`config.mk`:
```
export PLATFORM = sky130hd
export DESIGN_NAME = two_tdm_demux_1_to_4_flat
export DESIGN_NICKNAME = d
export VERILOG_FILES = /design/src/rtl/tdm_pkg.sv /design/src/rtl/two_tdm_demux_1_to_4_if.sv /design/src/rtl/tdm_slot_counter.sv /design/src/rtl/two_tdm_demux_1_to_4.sv /design/src/flat_wrapper.sv
export SDC_FILE = /design/constraint.sdc
export NUM_CORES = 1
export LEC_CHECK = 0
export ABC_CLOCK_PERIOD_IN_PS = 3700
export CAP_MARGIN = 10
export CELL_PAD_IN_SITES_DETAIL_PLACEMENT = 0
export CELL_PAD_IN_SITES_GLOBAL_PLACEMENT = 2
export CORE_MARGIN = 2
export CORE_UTILIZATION = 34
export CTS_CLUSTER_DIAMETER = 80
export CTS_CLUSTER_SIZE = 8
export DETAILED_ROUTE_END_ITERATION = 12
export HOLD_SLACK_MARGIN = 0.03
export PLACE_DENSITY = 0.79
export SLEW_MARGIN = 25
export SYNTH_ARGS = -nofsm -noshare
export SYNTH_HDL_FRONTEND = slang
export SYNTH_SLANG_ARGS = --single-unit
```
`constraint.sdc`:
```
create_clock -name clk -period 3.7 [get_ports clk]
set_input_delay 0.74 -clock clk [delete_from_list [all_inputs] [get_ports clk]]
set_output_delay 0.74 -clock clk [all_outputs]
set_load 0.02 [all_outputs]
```
`src/rtl/tdm_pkg.sv`:
```
// Shared types and constants for the dual TDM 1-to-4 demultiplexer.
// Optional build macro: TDM_DEMUX_STICKY_ERR_EN (sticky sync_err with err_clr).
package tdm_pkg;

    localparam int SLOT_W_DEF = 2;
    localparam int LAST_SLOT  = 2**SLOT_W_DEF - 1;

    typedef enum logic {
        HUNT = 1'b0,
        LOCK = 1'b1
    } tdm_state_e;

    // Index of the final slot for an arbitrary slot width.
    function automatic int last_slot(input int slot_w);
        return (2**slot_w) - 1;
    endfunction

endpackage

```
`src/rtl/two_tdm_demux_1_to_4_if.sv`:
```
// Link-side signal bundle between the upstream dual mux and the demux.
// Optional build macro: TDM_DEMUX_STICKY_ERR_EN adds the err_clr input.
interface two_tdm_demux_1_to_4_if
    import tdm_pkg::*;
#(
    parameter int SLOT_W = SLOT_W_DEF
) ();

    localparam int NW = 2**SLOT_W;

    logic              ce;
    logic              fs;
    logic              G1_n;
    logic              G2_n;
    logic              D1;
    logic              D2;
    logic [SLOT_W-1:0] A;
    logic [NW-1:0]     Y1;
    logic [NW-1:0]     Y2;
    logic              frame_vld;
    logic              locked;
    logic              sync_err;
`ifdef TDM_DEMUX_STICKY_ERR_EN
    logic              err_clr;

    modport master (
        output ce, fs, G1_n, G2_n, D1, D2, err_clr,
        input  A, Y1, Y2, frame_vld, locked, sync_err
    );

    modport slave (
        input  ce, fs, G1_n, G2_n, D1, D2, err_clr,
        output A, Y1, Y2, frame_vld, locked, sync_err
    );
`else
    modport master (
        output ce, fs, G1_n, G2_n, D1, D2,
        input  A, Y1, Y2, frame_vld, locked, sync_err
    );

    modport slave (
        input  ce, fs, G1_n, G2_n, D1, D2,
        output A, Y1, Y2, frame_vld, locked, sync_err
    );
`endif

endinterface

```
`src/rtl/tdm_slot_counter.sv`:
```
// Slot index counter shared by both groups: clear, load-to-1, advance, last-slot flag.
module tdm_slot_counter
    import tdm_pkg::*;
#(
    parameter int SLOT_W = SLOT_W_DEF
) (
    input  logic              clk,
    input  logic              rst_n,
    input  logic              ce_i,
    input  logic              load1_i,
    input  logic              clr_i,
    output logic [SLOT_W-1:0] cnt_o,
    output logic              is_last_o
);

    logic [SLOT_W-1:0] cnt_q;
    logic [SLOT_W-1:0] cnt_d;

    // Clear outranks load, load outranks advance; advance wraps naturally.
    always_comb begin
        cnt_d = cnt_q;
        if (clr_i) begin
            cnt_d = '0;
        end else if (load1_i) begin
            cnt_d = SLOT_W'(1);
        end else if (ce_i) begin
            cnt_d = cnt_q + 1'b1;
        end
    end

    always_ff @(posedge clk or negedge rst_n) begin
        if (!rst_n) begin
            cnt_q <= '0;
        end else begin
            cnt_q <= cnt_d;
        end
    end

    assign cnt_o     = cnt_q;
    assign is_last_o = (cnt_q == SLOT_W'(last_slot(SLOT_W)));

endmodule

```
`src/rtl/two_tdm_demux_1_to_4.sv`:
```
// Receive end of the dual 4-to-1 TDM link: slot generation, framing, de-serialisation.
// Optional build macro: TDM_DEMUX_STICKY_ERR_EN (sticky sync_err, cleared by err_clr).
module two_tdm_demux_1_to_4
    import tdm_pkg::*;
#(
    parameter int SLOT_W = SLOT_W_DEF
) (
    input  logic                          clk,
    input  logic                          rst_n,
    two_tdm_demux_1_to_4_if.slave         bus
);

    localparam int NW  = 2**SLOT_W;
    localparam int SHW = NW - 1;

    tdm_state_e        state_q, state_d;
    logic [SHW-1:0]    sh1_q, sh1_d;
    logic [SHW-1:0]    sh2_q, sh2_d;
    logic [NW-1:0]     y1_q, y1_d;
    logic [NW-1:0]     y2_q, y2_d;
    logic              frame_vld_q, frame_vld_d;
    logic              sync_err_q, sync_err_d;
    logic              err_evt;

    logic              cnt_ce;
    logic              cnt_load1;
    logic              cnt_clr;
    logic [SLOT_W-1:0] slot;
    logic              is_last;
    logic              at_zero;

    tdm_slot_counter #(
        .SLOT_W (SLOT_W)
    ) u_slot_counter (
        .clk       (clk),
        .rst_n     (rst_n),
        .ce_i      (cnt_ce),
        .load1_i   (cnt_load1),
        .clr_i     (cnt_clr),
        .cnt_o     (slot),
        .is_last_o (is_last)
    );

    assign at_zero = (slot == '0);

    // NOTE: every signal written here gets a default first so no latch is inferred.
    always_comb begin
        state_d     = state_q;
        sh1_d       = sh1_q;
        sh2_d       = sh2_q;
        y1_d        = y1_q;
        y2_d        = y2_q;
        frame_vld_d = 1'b0;
        err_evt     = 1'b0;
        cnt_ce      = 1'b0;
        cnt_load1   = 1'b0;
        cnt_clr     = 1'b0;

        if (bus.ce) begin
            unique case (state_q)
                HUNT: begin
                    if (bus.fs) begin
                        sh1_d[0]  = bus.D1;
                        sh2_d[0]  = bus.D2;
                        cnt_load1 = 1'b1;
                        state_d   = LOCK;
                    end else begin
                        cnt_clr = 1'b1;
                    end
                end

                LOCK: begin
                    if (bus.fs) begin
                        // fs anywhere but slot 0 restarts the frame; fs on the last slot beats commit.
                        err_evt   = !at_zero;
                        sh1_d[0]  = bus.D1;
                        sh2_d[0]  = bus.D2;
                        cnt_load1 = 1'b1;
                    end else if (at_zero) begin
                        err_evt = 1'b1;
                        cnt_clr = 1'b1;
                        state_d = HUNT;
                    end else if (is_last) begin
                        if (!bus.G1_n) y1_d = {bus.D1, sh1_q};
                        if (!bus.G2_n) y2_d = {bus.D2, sh2_q};
                        frame_vld_d = 1'b1;
                        cnt_clr     = 1'b1;
                    end else begin
                        for (int k = 0; k < SHW; k++) begin
                            if (slot == SLOT_W'(k)) begin
                                sh1_d[k] = bus.D1;
                                sh2_d[k] = bus.D2;
                            end
                        end
                        cnt_ce = 1'b1;
                    end
                end
            endcase
        end
    end

`ifdef TDM_DEMUX_STICKY_ERR_EN
    // Clear wins over an error detected in the same cycle.
    always_comb begin
        sync_err_d = sync_err_q;
        if (bus.err_clr) begin
            sync_err_d = 1'b0;
        end else if (err_evt) begin
            sync_err_d = 1'b1;
        end
    end
`else
    assign sync_err_d = err_evt;
`endif

    // NOTE: the shadow words are reset too, so a reset mid-frame cannot leak stale slots.
    always_ff @(posedge clk or negedge rst_n) begin
        if (!rst_n) begin
            state_q     <= HUNT;
            sh1_q       <= '0;
            sh2_q       <= '0;
            y1_q        <= '0;
            y2_q        <= '0;
            frame_vld_q <= 1'b0;
            sync_err_q  <= 1'b0;
        end else begin
            state_q     <= state_d;
            sh1_q       <= sh1_d;
            sh2_q       <= sh2_d;
            y1_q        <= y1_d;
            y2_q        <= y2_d;
            frame_vld_q <= frame_vld_d;
            sync_err_q  <= sync_err_d;
        end
    end

    assign bus.A         = slot;
    assign bus.Y1        = y1_q;
    assign bus.Y2        = y2_q;
    assign bus.frame_vld = frame_vld_q;
    assign bus.locked    = (state_q == LOCK);
    assign bus.sync_err  = sync_err_q;

endmodule

```
`src/flat_wrapper.sv`:
```
// flat-port wrapper written by rule: the top's interface ports become plain ports
module two_tdm_demux_1_to_4_flat import tdm_pkg::*;
#(
    parameter int SLOT_W = SLOT_W_DEF
)
  (clk, rst_n, bus_ce, bus_fs, bus_G1_n, bus_G2_n, bus_D1, bus_D2, bus_A, bus_Y1, bus_Y2, bus_frame_vld, bus_locked, bus_sync_err);
  two_tdm_demux_1_to_4_if #(.SLOT_W(SLOT_W)) bus_i ();
  input  logic clk;
  input  logic rst_n;
  input wire logic [$bits(bus_i.ce)-1:0] bus_ce;
  input wire logic [$bits(bus_i.fs)-1:0] bus_fs;
  input wire logic [$bits(bus_i.G1_n)-1:0] bus_G1_n;
  input wire logic [$bits(bus_i.G2_n)-1:0] bus_G2_n;
  input wire logic [$bits(bus_i.D1)-1:0] bus_D1;
  input wire logic [$bits(bus_i.D2)-1:0] bus_D2;
  output wire logic [$bits(bus_i.A)-1:0] bus_A;
  output wire logic [$bits(bus_i.Y1)-1:0] bus_Y1;
  output wire logic [$bits(bus_i.Y2)-1:0] bus_Y2;
  output wire logic [$bits(bus_i.frame_vld)-1:0] bus_frame_vld;
  output wire logic [$bits(bus_i.locked)-1:0] bus_locked;
  output wire logic [$bits(bus_i.sync_err)-1:0] bus_sync_err;
  assign bus_i.ce = bus_ce;
  assign bus_i.fs = bus_fs;
  assign bus_i.G1_n = bus_G1_n;
  assign bus_i.G2_n = bus_G2_n;
  assign bus_i.D1 = bus_D1;
  assign bus_i.D2 = bus_D2;
  assign bus_A = bus_i.A;
  assign bus_Y1 = bus_i.Y1;
  assign bus_Y2 = bus_i.Y2;
  assign bus_frame_vld = bus_i.frame_vld;
  assign bus_locked = bus_i.locked;
  assign bus_sync_err = bus_i.sync_err;
  two_tdm_demux_1_to_4 #(.SLOT_W(SLOT_W)) u_core (.clk(clk), .rst_n(rst_n), .bus(bus_i));
endmodule
```
Word level (Yosys, flattened, before mapping)
Index checks and enable logic that the tools add are counted.
Widths: inputs -> output; s select.
{ "totals": {"output_inout_bits": 13, "word_cells": 67, "register_bits": 19, "inputBits": 8} }
{ "classes": {"mux": 35, "addsub": 1, "n_eq_ne": 5, "reduce_logical": 8, "bitwise": 6} }
{ "op_table": {"columns": ["op", "n"], "rows": [
  ["$mux 1", 28],
  ["$reduce_and 6->1", 4],
  ["$pmux 1 s2", 4],
  ["$mux 2", 3],
  ["$not 1->1", 6],
  ["$eq 2x2->1 const B", 2],
  ["$ne 2x2->1 const B", 2],
  ["$reduce_and 3->1", 1],
  ["$reduce_bool 3->1", 1],
  ["$add 2x1->2 const B", 1],
  ["$eq 2x1->1 const B", 1],
  ["$logic_not 2->1", 1],
  ["$logic_not 1->1", 1]
]} }

Depth between registers and ports, before layout
Gate-level depths: netlist of the first run.
{ "logic_depth": {"word_depth": 9, "depth_mapped": 6, "ltp_nobuf": 6} }

By module
Synthesis of the first run repeated with hierarchy kept, for this count alone.
{ "unflattened": {"cells_unflattened": 58, "hier_area_um2": 830.8} }
{ "by_module_without_submodules": {"columns": ["module", "area_per_inst_um2", "cells_each", "instances"], "rows": [
  ["two_tdm_demux_1_to_4", 735.7, 50, 1],
  ["tdm_slot_counter", 95.1, 8, 1]
]} }

Worst setup path before layout of the first run
OpenSTA, ideal clock, no wires.
{ "synth_path": {"path_type": "flip-flop to flip-flop", "startpoint": "register u_core.u_slot_counter.cnt_q[0] (netlist: u_core.u_slot_counter.cnt_o[0])", "endpoint": "register u_core.y2_q[3] (netlist: u_core.bus.Y2[3])", "path_buffers": 0, "setup_slack_ns": 1.807, "stages_incl_launch_ff": 7, "t_arrival_ns": 1.768, "synth_period_minus_slack_ns": 1.893, "required_ns": 3.575, "cell_sequence": "dfrtp_1 > inv_1 > ha_1 > inv_1 > ha_1 > nor3b_1 > mux2_2"} }
{ "synth_between": {"elab_chain_len": 3, "word_cells_on_any_way": 4, "cone_classes": "eq/ne (1); bitwise (1); reduce/logical (2)"} }
{ "synth_lines": {"columns": ["item", "line", "source"], "rows": [
  ["from (decl)", "tdm_slot_counter.sv:16", "logic [SLOT_W-1:0] cnt_q;"],
  ["from (signal assigned)", "tdm_slot_counter.sv:35", "cnt_q <= cnt_d;"],
  ["$logic_not 2->1", "two_tdm_demux_1_to_4.sv:44", "assign at_zero = (slot == '0);"],
  ["$not 1->1 (no source line)", null, null],
  ["$reduce_and 6->1 (no source line) *", null, null],
  ["to (signal assigned)", "two_tdm_demux_1_to_4.sv:131", "y2_q <= y2_d;"],
  ["to (decl)", "two_tdm_demux_1_to_4.sv:20", "logic [NW-1:0] y2_q, y2_d;"]
]} }
Mark *: on every way between the ends. The rest lies on a longest branch, timed or not.
A chain may end at the register's enable or synchronous reset.

Worst setup path after layout of the first run
{ "layout_path": {"startpoint": "input port bus_ce", "endpoint": "register u_core.y2_q[3] (netlist: u_core.bus.Y2[3])"} }
{ "layout_between": {"elab_chain_len": 1} }
{ "layout_lines": {"columns": ["item", "line", "source"], "rows": [
  ["from (decl)", "flat_wrapper.sv:10", "input wire logic [$bits(bus_i.ce)-1:0] bus_ce;"],
  ["$reduce_and 6->1 (no source line)", null, null]
]} }
No other way between the ends.

==> reports/results.ini, run 1 <==
[clocking]
htreeDepth = 1
path_clk_slew_ns = 0.10
post_cts_resized = 0
clkLatencyLatePin_ns = 0.29
cts_made_buffers = 3
cts.hold.buffers_added = 0
cts_tree = yes
root_buffer = clkbuf_4
cts_setup_buffers = 0
cts_num_sinks = 19
clock_path_buffers = 2

[run]
drv_cap = 0

[placed_design]
dp_hpwl_mm = 1.07
io_buffers = 20
pre_cts_ws_ns = 1.11
gp_congestion = 0.764

[global_routing]
grt.overflow.total = 0
grt_usage_pct = 11.1
antenna_found_initial = 0
grt_pass1_wl_mm = 2.17
grt_pass1_vias = 491
grt_start_max_net_pins = 20

[synth]
avgSynthCellArea_sq_um = 14.3
synth_most_common_cell = dfrtp_1
netlist_area_sq_um = 857
synthArstFlopShare_pct = 100
yosys_warnings = 0
synth_ff_type = dfrtp_1
yosys.area.top_type = dfrtp_1
ys_ff_latch = 19
ys_seq_area_share_pct = 55.5
synth_cell_type_count = 16
synth.area.top_cells = dfrtp_1 55%, mux2_2 13%, ha_1 8.8%
synth_edf_count = 0
synth.net_count = 74
syn_inst = 60
ys_top_cells_by_count = 19 x dfrtp_1, 10 x mux2_2, 6 x ha_1
synth_top_area_share_pct = 55.5

[finish]
drive_above_1_share_pct = 25.6
seq_area_sq_um = 475
syn2layout_area_growth_pct = 28.2
nets = 97
nFillCells = 236
multi_input_area_sq_um = 344
antennaDiodeCount = 0

[drt]
route.detailed.drc = 0
wl_mm = 1.43
dr.pass1.iters = 4
route.met3.wl_microns = 56
vias_per_cell = 4.48
wl_met2_microns = 626
via_count = 502
m1WireLength_microns = 694
ant_nets = 0
drt_iter0_markers = 6
top_layer_used = met4
wire_per_inst_microns = 12.7

[die]
die_area_sq_mm = 0.00294
io-pin-count = 21
dieHeight_microns = 54.2
initial_utilization_pct = 35.2
rows = 18
die_x_microns = 54.2
core_sq_mm = 0.00243

[critical_path]
rr_startpoint = u_core.u_slot_counter.cnt_o[0]
critPathKind = in -> reg
worstPathRequired_ns = 3.89
r2r_setup_slack_ns = 1.72
cp_slowest_stage_delay_ns = 0.63
crit_start = bus_ce
worst_setup_path_end_kind = flip-flop
crit_chain = clkdlybuf4s50_1 > nand3_2 > nor3b_1 > mux2_2
cp.arrival_ns = 2.45
crit_fanout = 9
slowest_stage = clkdlybuf4s50_1
cp-start-kind = input port

[sta]
grt_setup_unrepaired = false
relSlewSlack_pct = 42.6
setup_ws_ns = 1.44
fin_crit_sh_pct = 61.2
setup_viol = 0
max_slew.worst_pin.slew_ns = 0.859
skew_ns = 0.00263
timing.final.crit_period_ns = 2.26
finalSetupTns_ns = 0
hold_viol = 0
fmax_mhz = 442
slew_viol_final = 0

[power]
p_int_mw = 0.453
share_comb_of_total_power_pct = 37.4
power.density_mw_per_mm2 = 595
p_clk_share_pct = 15.5
swShare_pct = 30.7
p_leak_nw = 0.512
p_switching_mw = 0.200
ir_drop_uv = 279
power_frac_seq_pct = 47.1

[worst_hold_path]
hp-start = u_core.sh1_q[1]
holdCritPathClass = reg -> reg

[outcome]
status = complete, no violations

## metal layers
metal  GRT usage (%)  up-vias
li1                -      249
met1            13.9      235
met2            16.1       14
met3            2.50        4
met4            8.75        0
met5               0        -
## cells in the final DEF, fill, tap and decap left out, drive strengths merged
cell / count
a31oi: 2
or4: 1
dfrtp: 19
and4b: 1
nand2: 3
o21bai: 1
clkdlybuf4s50: 20
a21oi: 2
and3: 1
ha: 6
clkbuf: 4
nor2: 2
nor3b: 1
mux2: 14
inv: 4
nand3: 1
## power by group through the flow
stage | registers [mW] | logic [mW] | clock network [mW]
floorplan | 0.359 | 0.0896 | 0
finish | 0.308 | 0.245 | 0.101
global placement | 0.312 | 0.247 | 0
CTS | 0.309 | 0.248 | 0.109
global route | 0.317 | 0.265 | 0.117
detailed placement | 0.314 | 0.247 | 0
## registers in the layout (all words and copies together), names as in the netlist
signal,cells
u_core.bus.Y1,4
u_core.bus.Y2,4
u_core.bus.frame_vld,1
u_core.bus.locked,1
u_core.bus.sync_err,1
u_core.sh1_q,3
u_core.sh2_q,3
u_core.u_slot_counter.cnt_o,2
## per-stage QoR
stage                     std cells  cell area [sq um]  power [mW]  util, %  hold WS (ns)
final                           112               1100       0.654     45.2         0.511
after global routing            112               1100       0.699     45.2         0.534
after CTS                       112               1100       0.666     45.2         0.514
after detailed placement        108               1070       0.561     44.1         0.488
after global placement          108               1070       0.559     44.1         0.484
after floorplan                  60                857       0.448        -         0.444
## logic make-up (layout without fill, tap and decap cells)
kind of cell	after synthesis	in the layout	share of synthesized area (%)
multiplexers	14	14	20.1
adder cells (fa/ha/maj)	6	6	8.76
flip-flops	19	19	55.5
AO/OA/AOI/OAI	5	5	3.50
AND/OR/NAND/NOR	10	10	7.74
buffers and inverters	6	28	4.38
## critical path: cells and delay by family
family        cells  cell delay, ns
simple gates      2            0.67
mux               1            0.40
buf+inv           1            0.63
## layout make-up
class | count | share of cell area (%)
clock buffer | 4 | 2.39
inverter | 4 | 1.37
multi-input combinational | 35 | 31.3
sequential | 19 | 43.3
tap | 30 | 3.42
timing repair buffer | 20 | 18.2
## path summary, 6_finish.rpt
path | endpoint | depth (start not counted)
hold reg to reg | u_core.bus.Y1[1] | 1
hold / removal | u_core.bus.Y1[1] | 1
min in group asynchronous | u_core.bus.sync_err | 1
setup / recovery | u_core.bus.Y2[3] | 4
max in group asynchronous | u_core.sh2_q[0] | 1
setup reg to reg | u_core.bus.Y2[3] | 6
No activity file was read; power rests on OpenSTA's default activity.
==> run 2: changes to the inputs <==
- ABC_CLOCK_PERIOD_IN_PS: 3700 -> 1900
- CORE_UTILIZATION: 34 -> 29
- PLACE_DENSITY: 0.79 -> 0.71
- clock period: 3.7 -> 1.9 ns (I/O delays scaled with it)
==> run 2 against run 1 <==
First-iteration DRC count down 50%. Critical path depth down 3. Register-to-register slack worse by 1.6 ns. Critical endpoint is now bus_locked. Design area up 3.6%.
==> reports/results.ini, run 2 (synthesis gave the netlist of run 1 again) <==
[global_routing]
grt.overflow.total = 0  ; unchanged
grt_pass1_wl_mm = 2.57  ; was 2.17 mm
grt_pass1_vias = 556  ; was 491
grt_usage_pct = 10.4  ; was 11.1%
grt_start_max_net_pins = 20  ; unchanged
antenna_found_initial = 0  ; unchanged

[drt]
dr.pass1.iters = 3  ; was 4
ant_nets = 0  ; unchanged
wire_per_inst_microns = 13.1  ; was 12.7 microns
drt_iter0_markers = 3  ; was 6
wl_mm = 1.54  ; was 1.43 mm
vias_per_cell = 4.53  ; was 4.48
route.detailed.drc = 0  ; unchanged
via_count = 534  ; was 502

[finish]
postLayoutCoreUtil_pct = 40.9  ; was 45.2%
syn2layout_area_growth_pct = 32.8  ; was 28.2%
antennaDiodeCount = 0  ; unchanged
multi_input_area_sq_um = 344  ; unchanged
most-common-layout-cells = 20 x clkdlybuf4s50_1, 18 x dfrtp_1, 10 x mux2_2, 6 x ha_1, 5 x buf_4  ; was 20 x clkdlybuf4s50_1, 19 x dfrtp_1, 10 x mux2_2, 6 x ha_1
seq_area_sq_um = 477  ; was 475 sq um
drive_above_1_share_pct = 31.0  ; was 25.6%
nets = 102  ; was 97
layout_commonest_cell = clkdlybuf4s50_1  ; unchanged
nFillCells = 269  ; was 236

[placed_design]
dp_hpwl_mm = 1.20  ; was 1.07 mm
io_buffers = 20  ; unchanged
gp_congestion = 0.718  ; was 0.764

[clocking]
cts_setup_buffers = 0  ; unchanged
clkLatencyLatePin_ns = 0.30  ; was 0.29 ns
htreeDepth = 1  ; unchanged
cts_tree = yes  ; unchanged
cts_num_sinks = 19  ; unchanged
clock_path_buffers = 2  ; unchanged
cts_made_buffers = 3  ; unchanged
cts.hold.buffers_added = 0  ; unchanged
root_buffer = clkbuf_4  ; unchanged
path_clk_slew_ns = 0.11  ; was 0.10 ns

[critical_path]
worst_setup_path_end_kind = output port  ; was flip-flop
cp_slowest_stage_delay_ns = 0.65  ; was 0.63 ns
path_delay_family = buffers and inverters  ; was simple AND/OR/NAND/NOR gates
crit_chain = clkdlybuf4s50_1  ; was clkdlybuf4s50_1 > nand3_2 > nor3b_1 > mux2_2
rr_worst_depth = 4  ; was 6
critPathKind = reg -> out  ; was in -> reg
r2r_setup_slack_ns = 0.14  ; was 1.72 ns
cp-start-kind = flip-flop  ; was input port
slowest_stage = clkdlybuf4s50_1  ; unchanged
cp.depth = 1  ; was 4
path_buf_inv = 1  ; unchanged
crit_fanout = 7  ; was 9
worstPathRequired_ns = 1.52  ; was 3.89 ns
cp.arrival_ns = 1.42  ; was 2.45 ns

[sta]
timing.final.crit_period_ns = 1.80
grt_setup_unrepaired = false  ; unchanged
fmax_mhz = 556
setup_viol = 0  ; unchanged
slew_viol_final = 0  ; unchanged
fin_crit_sh_pct = 94.6
hold_viol = 0  ; unchanged
finalSetupTns_ns = 0  ; unchanged
max_slew.worst_pin.slew_ns = 0.246  ; was 0.859 ns
skew_ns = 0.0139  ; was 0.00263 ns
relSlewSlack_pct = 83.6  ; was 42.6%

[outcome]
status = complete, no violations  ; unchanged

[die]
core_sq_mm = 0.00278  ; was 0.00243 sq mm
rows = 19  ; was 18
dieHeight_microns = 58.4  ; was 54.2 microns
io-pin-count = 21  ; unchanged
die_x_microns = 58.4  ; was 54.2 microns
initial_utilization_pct = 30.8  ; was 35.2%
die_area_sq_mm = 0.00341  ; was 0.00294 sq mm

[power]
ir_drop_uv = 661  ; was 279 uV
p_leak_nw = 0.536  ; was 0.512 nW
power.density_mw_per_mm2 = 1130  ; was 595 mW/mm^2

[worst_hold_path]
holdCritPathClass = in -> async  ; was reg -> reg

[run]
drv_cap = 0  ; unchanged

run 2: cell types whose count changed in the layout (fill, tap and decap cells not counted), sizes merged:
| cell | previous run | this run |
|---|---|---|
| buf | 0 | 5 |
run 2: metal layers:
metal,GRT usage [%],wire [microns],up-vias
met1,13.3,712,264
met5,0,0,-
li1,-,-,260
met4,5.98,16,0
met2,16.2,756,8
met3,2.20,55,2
run 2: power breakdown:
part	internal, mW	total, mW	switching (mW)
combinational	0.278	0.484	0.206
sequential	0.530	0.603	0.0738
clock	0.0816	0.202	0.120
total	0.889	1.29	0.401
run 2: per-stage QoR:
| step | worst slack, ns | hold WS [ns] | total power, mW | instances | area (sq um) |
|---|---|---|---|---|---|
| floorplan | 0.00727 | 0.0844 | 0.873 | 60 | 857 |
| global placement | -0.0365 | 0.486 | 1.10 | 114 | 1110 |
| CTS | 0.0806 | 0.397 | 1.31 | 118 | 1140 |
| finish | 0.102 | 0.400 | 1.29 | 118 | 1140 |
| detailed placement | -0.0506 | 0.497 | 1.11 | 114 | 1110 |
| global route | 0.0297 | 0.403 | 1.37 | 118 | 1140 |
run 2: worst paths after layout:
kind,from,to
max,u_core.bus.locked,bus_locked
min,rst_n,u_core.sh1_q[2]
max reg2reg,u_core.u_slot_counter.cnt_o[0],u_core.bus.Y1[0]
min reg2reg,u_core.sh1_q[1],u_core.bus.Y1[1]
max in group asynchronous,rst_n,u_core.bus.Y2[2]
min in group clk,u_core.sh1_q[1],u_core.bus.Y1[1]
run 2: area by class of cell:
type	count	area share [%]
flip-flops and latches	19	41.9
multi-input cells	35	30.2
repair buffers	25	20.9
well taps	31	3.41
clock buffers	4	2.31
inverters	4	1.32
run 2: what timing repair did:
action / CTS / global route
setup endpoints to repair: 0 / 4
gates resized for setup: 0 / 1
endpoints found under the hold margin: 0 / 0
==> run 3: changes to the inputs <==
- MAX_ROUTING_LAYER: unset -> met4
==> run 3 against run 2 <==
Design area stayed put. Maximum frequency unchanged. Utilization did not move. Die area stayed put. Combinational power about the same. Largest power group unchanged. Sequential power about the same. Largest cell class unchanged.
==> reports/results.ini, run 3 (synthesis gave the netlist of run 1 again) <==
[outcome]
status = complete, no violations  ; unchanged

[placed_design]
dp_hpwl_mm = 1.20  ; unchanged
dpl_cell_area_sq_mm = 0.00111  ; unchanged
io_buffers = 20  ; unchanged
gp_congestion = 0.726  ; was 0.718

[drt]
dr.pass1.iters = 3  ; unchanged
via_count = 534  ; unchanged
route.detailed.drc = 0  ; unchanged
wl_mm = 1.54  ; unchanged
ant_nets = 0  ; unchanged
wire_per_inst_microns = 13.1  ; unchanged
drt_iter0_markers = 3  ; unchanged
vias_per_cell = 4.53  ; unchanged

[die]
die_x_microns = 58.4  ; unchanged
core_sq_mm = 0.00278  ; unchanged
die_area_sq_mm = 0.00341  ; unchanged
io-pin-count = 21  ; unchanged
rows = 19  ; unchanged
initial_utilization_pct = 30.8  ; unchanged
dieHeight_microns = 58.4  ; unchanged

[global_routing]
grt_pass1_wl_mm = 2.57  ; unchanged
antenna_found_initial = 0  ; unchanged
grt_usage_pct = 10.7  ; was 10.4%
grt_pass1_vias = 556  ; unchanged
grt_start_max_net_pins = 20  ; unchanged
grt.overflow.total = 0  ; unchanged

[finish]
nets = 102  ; unchanged
stdcell_area_sq_mm = 0.00114  ; unchanged
most-common-layout-cells = 20 x clkdlybuf4s50_1, 18 x dfrtp_1, 10 x mux2_2, 6 x ha_1, 5 x buf_4  ; unchanged
drive_above_1_share_pct = 31.0  ; unchanged
antennaDiodeCount = 0  ; unchanged
layout_commonest_cell = clkdlybuf4s50_1  ; unchanged
syn2layout_area_growth_pct = 32.8  ; unchanged

[sta]
grt_setup_unrepaired = false  ; unchanged
slew_viol_final = 0  ; unchanged
fmax_mhz = 556  ; unchanged
fin_crit_sh_pct = 94.6  ; unchanged
finalSetupTns_ns = 0  ; unchanged
timing.final.crit_period_ns = 1.80  ; unchanged
skew_ns = 0.0139  ; unchanged
max_slew.worst_pin.slew_ns = 0.246  ; about the same
relSlewSlack_pct = 83.6  ; about the same
hold_viol = 0  ; unchanged
setup_viol = 0  ; unchanged

[critical_path]
crit_chain = clkdlybuf4s50_1  ; unchanged
slowest_stage = clkdlybuf4s50_1  ; unchanged
worst_setup_path_end_kind = output port  ; unchanged
worstPathRequired_ns = 1.52  ; about the same
path_buf_inv = 1  ; unchanged
crit_start = u_core.bus.locked  ; unchanged
r2r_setup_slack_ns = 0.14  ; about the same
rr_startpoint = u_core.u_slot_counter.cnt_o[0]  ; unchanged
rr_worst_depth = 4  ; unchanged
crit_fanout = 7  ; unchanged
critPathKind = reg -> out  ; unchanged
cp_slowest_stage_delay_ns = 0.65  ; about the same
cp.depth = 1  ; unchanged
r2r-end = u_core.bus.Y1[0]  ; unchanged
cp-start-kind = flip-flop  ; unchanged
cp-endpoint = bus_locked  ; unchanged
cp.arrival_ns = 1.42  ; about the same
path_delay_family = buffers and inverters  ; unchanged

[run]
drv_cap = 0  ; unchanged

[clocking]
cts_made_buffers = 3  ; unchanged
clkLatencyLatePin_ns = 0.30  ; about the same
cts_tree = yes  ; unchanged
path_clk_slew_ns = 0.11  ; about the same
root_buffer = clkbuf_4  ; unchanged
cts_num_sinks = 19  ; unchanged
clock_path_buffers = 2  ; unchanged
htreeDepth = 1  ; unchanged
cts_setup_buffers = 0  ; unchanged

[worst_hold_path]
holdCritPathClass = in -> async  ; unchanged

[power]
p_leak_nw = 0.536  ; unchanged
power.density_mw_per_mm2 = 1130  ; about the same
ir_drop_uv = 661  ; about the same

==> run 3: power by group <==
part	switching (mW)	internal, mW	leakage, nW	total [mW]
Sequential	0.0738	0.530	0.241	0.603
Clock	0.120	0.0816	0.0150	0.202
Combinational	0.207	0.278	0.279	0.484
Total	0.401	0.889	0.536	1.29
==> run 3: worst min-delay path by stage <==
stage,from,to,slack [ns]
6_report,rst_n,u_core.sh1_q[2],0.40
5_1_grt,rst_n,u_core.bus.Y1[1],0.40
4_1_cts,rst_n,u_core.bus.Y1[1],0.40
3_5_place_dp,u_core.sh2_q[2],u_core.sh2_q[2],0.50
3_3_place_gp,u_core.sh2_q[1],u_core.bus.Y2[1],0.49
2_1_floorplan,rst_n,u_core.bus.Y1[0],0.08
==> run 3: final cells by class <==
class	instances	area, sq um
clock buffer	4	26.3
sequential	19	477
tap	31	38.8
timing repair buffer	25	238
fill	269	1640
inverter	4	15.0
multi-input combinational	35	344
==> run 3: repair_timing <==
| item | 4_1_cts | 5_1_grt |
|---|---|---|
| endpoints found under the setup margin | 0 | 4 |
| hold buffers | 0 | 0 |
| resized for setup | 0 | 1 |
==> run 3: metrics by stage <==
stage                     hold slack [ns]  util [%]  setup slack (ns)  power [mW]  cells
after global routing                0.404      40.9            0.0296        1.37    118
final                               0.400      40.9             0.102        1.29    118
after floorplan                    0.0844         -           0.00727       0.873     60
after detailed placement            0.497      39.9           -0.0506        1.11    114
after global placement              0.486      39.9           -0.0365        1.10    114
after CTS                           0.397      40.9            0.0806        1.31    118
==> run 3: per-layer routing <==
metal | track usage, % | share of wire, % | vias up | wire (microns)
met5 | - | 0 | - | 0
met4 | 5.98 | 1.0 | 0 | 16
met3 | 1.98 | 2.9 | 2 | 44
met2 | 16.2 | 49 | 8 | 756
met1 | 13.4 | 47 | 264 | 724
li1 | - | - | 260 | -
==> RTL change: new RTL, config.mk and constraints of run 1 <==
The package constant `SLOT_W_DEF` goes from 2 to 4.
--- a/src/rtl/tdm_pkg.sv
+++ b/src/rtl/tdm_pkg.sv
@@ -2,7 +2,7 @@
 // Optional build macro: TDM_DEMUX_STICKY_ERR_EN (sticky sync_err with err_clr).
 package tdm_pkg;
 
-    localparam int SLOT_W_DEF = 2;
+    localparam int SLOT_W_DEF = 4;
     localparam int LAST_SLOT  = 2**SLOT_W_DEF - 1;
 
     typedef enum logic {
Ports: changed (resized bus_A, bus_Y1 and bus_Y2); port bits go from 21 to 47. No check against the original RTL was run, so the function may have changed too.
==> RTL change against run 1 <==
Utilization is 0.63 points lower. Highest routed layer unchanged. Final area rose to 3.3 times the old value. Largest cell class unchanged. Synthesized cell count grew to 3.3 times the old value. Setup slack got worse by 0.29 ns. Area after synthesis rose to 3.3 times the old value. Sequential cell count rose by 50. Sequential share of layout area up 4.1 points. Critical endpoint is now u_core.sh2_q[14]$_DFFE_PN0P_. Die area grew to 3.1 times the old value. Total power grew to 2.6 times the old value. Wire length grew to 3.8 times the old value. Critical path depth is the same. Worst hold slack worse by 0.11 ns. First-iteration DRC count grew to 23 times the old value. Sequential power grew to 2.8 times the old value.
==> RTL change: results (changes against run 1) <==
Status - complete, no violations
Violation count after the first detailed-routing iteration - 140 (+134)
Ranking of synthesized cells by area - dfrtp_1 61%, mux2_2 25%, ha_1 2.6%
GP Congestion - 0.744 (-2.6%)
R2R setup slack - 1.50 ns (-0.22 ns)
Post-synth cell types - 34 (+18)
Switch share - 25.2% (-5.5 points)
Arrival time at the worst endpoint - 2.76 ns (+0.31 ns)
Worst hold path type - primary input to async pin
Worst ir drop on vdd - 0.234 mV (-16%)
Share of post-route cells with drive strength above 1 - 34.1% (+8.5 points)
Worst Skew - 0.00551 ns (+0.00288 ns)
First-pass GRT wire length - 9120 um (+320%)
Clk slew on worst S/H paths - 0.07 ns (-0.03 ns)
Port Buf Inserts - 46 (+130%)
Clock root buffer - clkbuf_8
Vias in the first global route - 1,776 (+260%)
Leak pwr - 1.69 nW (+230%)
Synthesized Nets - 209 (+180%)
Worst-Skew Late Latency - 0.33 ns (+0.04 ns)
Seq/Total Area, Yosys - 60.7% (+5.2 points)
Worst-Margin Slew - 0.764 ns (-0.0952 ns)
Placed Area - 0.00343 mm^2 (+220%)
Post-DP HPWL - 3850 um (+260%)
Largest net degree at the start of global routing - 43 (+110%)
CTS buffer count - 9 (+6)
Routed vias - 1,734 (+250%)
Routed wire length per instance - 15.1 um (+19%)
Post-synth top cells - 69 x dfrtp_1, 62 x mux2_2, 9 x nor2_1, 8 x nand2_1, 6 x ha_1
-- RTL change: stage by stage --
stage,cells,setup WS [ns],hold WS (ns),power (mW)
finish,360,1.15,0.403,1.72
global route,360,1.09,0.427,1.80
CTS,360,1.20,0.410,1.74
detailed placement,344,0.848,0.493,1.09
global placement,344,0.857,0.486,1.08
floorplan,195,1.45,0.444,0.990
-- RTL change: power by group through the flow --
| stage | combinational (mW) | sequential (mW) | clock [mW] |
|---|---|---|---|
| 2_1_floorplan | 0.116 | 0.874 | 0 |
| 3_3_place_gp | 0.193 | 0.890 | 0 |
| 3_5_place_dp | 0.195 | 0.890 | 0 |
| 4_1_cts | 0.196 | 0.876 | 0.672 |
| 5_1_grt | 0.212 | 0.884 | 0.704 |
| 6_report | 0.191 | 0.876 | 0.654 |
-- RTL change: logic make-up after synthesis --
family	Yosys count	share of synthesized area, %
AOI/OAI and AO/OA	8	1.85
adders and majority gates	6	2.64
buffers and inverters	11	1.85
DFF	69	60.7
muxes	63	24.9
and+or+nand+nor	38	8.05
-- RTL change: area by class of cell --
class                           count  area [um^2]
Fill cell                         769         4530
Sequential cell                    69         1730
Inverter                            5         18.8
Clock buffer                        9          124
Tap cell                          105          131
Clock inverter                      7         90.1
Timing Repair Buffer               50          485
Multi-Input combinational cell    115         1060
-- RTL change: per-layer routing --
metal  vias to the layer above  wire length, um  track usage, %
met5                         -                0               0
met4                         0               55            6.55
met3                         2              201            2.61
met2                        39             2410            18.8
met1                       892             2780            19.2
li1                        801                -               -
-- RTL change: path summary, 6_finish.rpt --
kind / startpoint / endpoint / cells after the start
max in group asynchronous: rst_n / u_core.bus.Y1[4]$_DFFE_PN0P_ / 2
setup / recovery: bus_ce / u_core.sh2_q[14]$_DFFE_PN0P_ / 4
min in group clk: u_core.sh2_q[14]$_DFFE_PN0P_ / u_core.bus.Y2[14]$_DFFE_PN0P_ / 1
setup reg to reg: u_core.u_slot_counter.cnt_o[0]$_DFFE_PN0P_ / u_core.bus.Y2[15]$_DFFE_PN0P_ / 8
hold reg to reg: u_core.sh2_q[14]$_DFFE_PN0P_ / u_core.bus.Y2[14]$_DFFE_PN0P_ / 1
hold / removal: rst_n / u_core.bus.frame_vld$_DFF_PN0_ / 2
-- RTL change: worst max-delay path: stages --
cell and delay (ns):
clkdlybuf4s50_1 0.75, nand2b_1 0.19, nor4_1 0.67, mux2_2 0.40
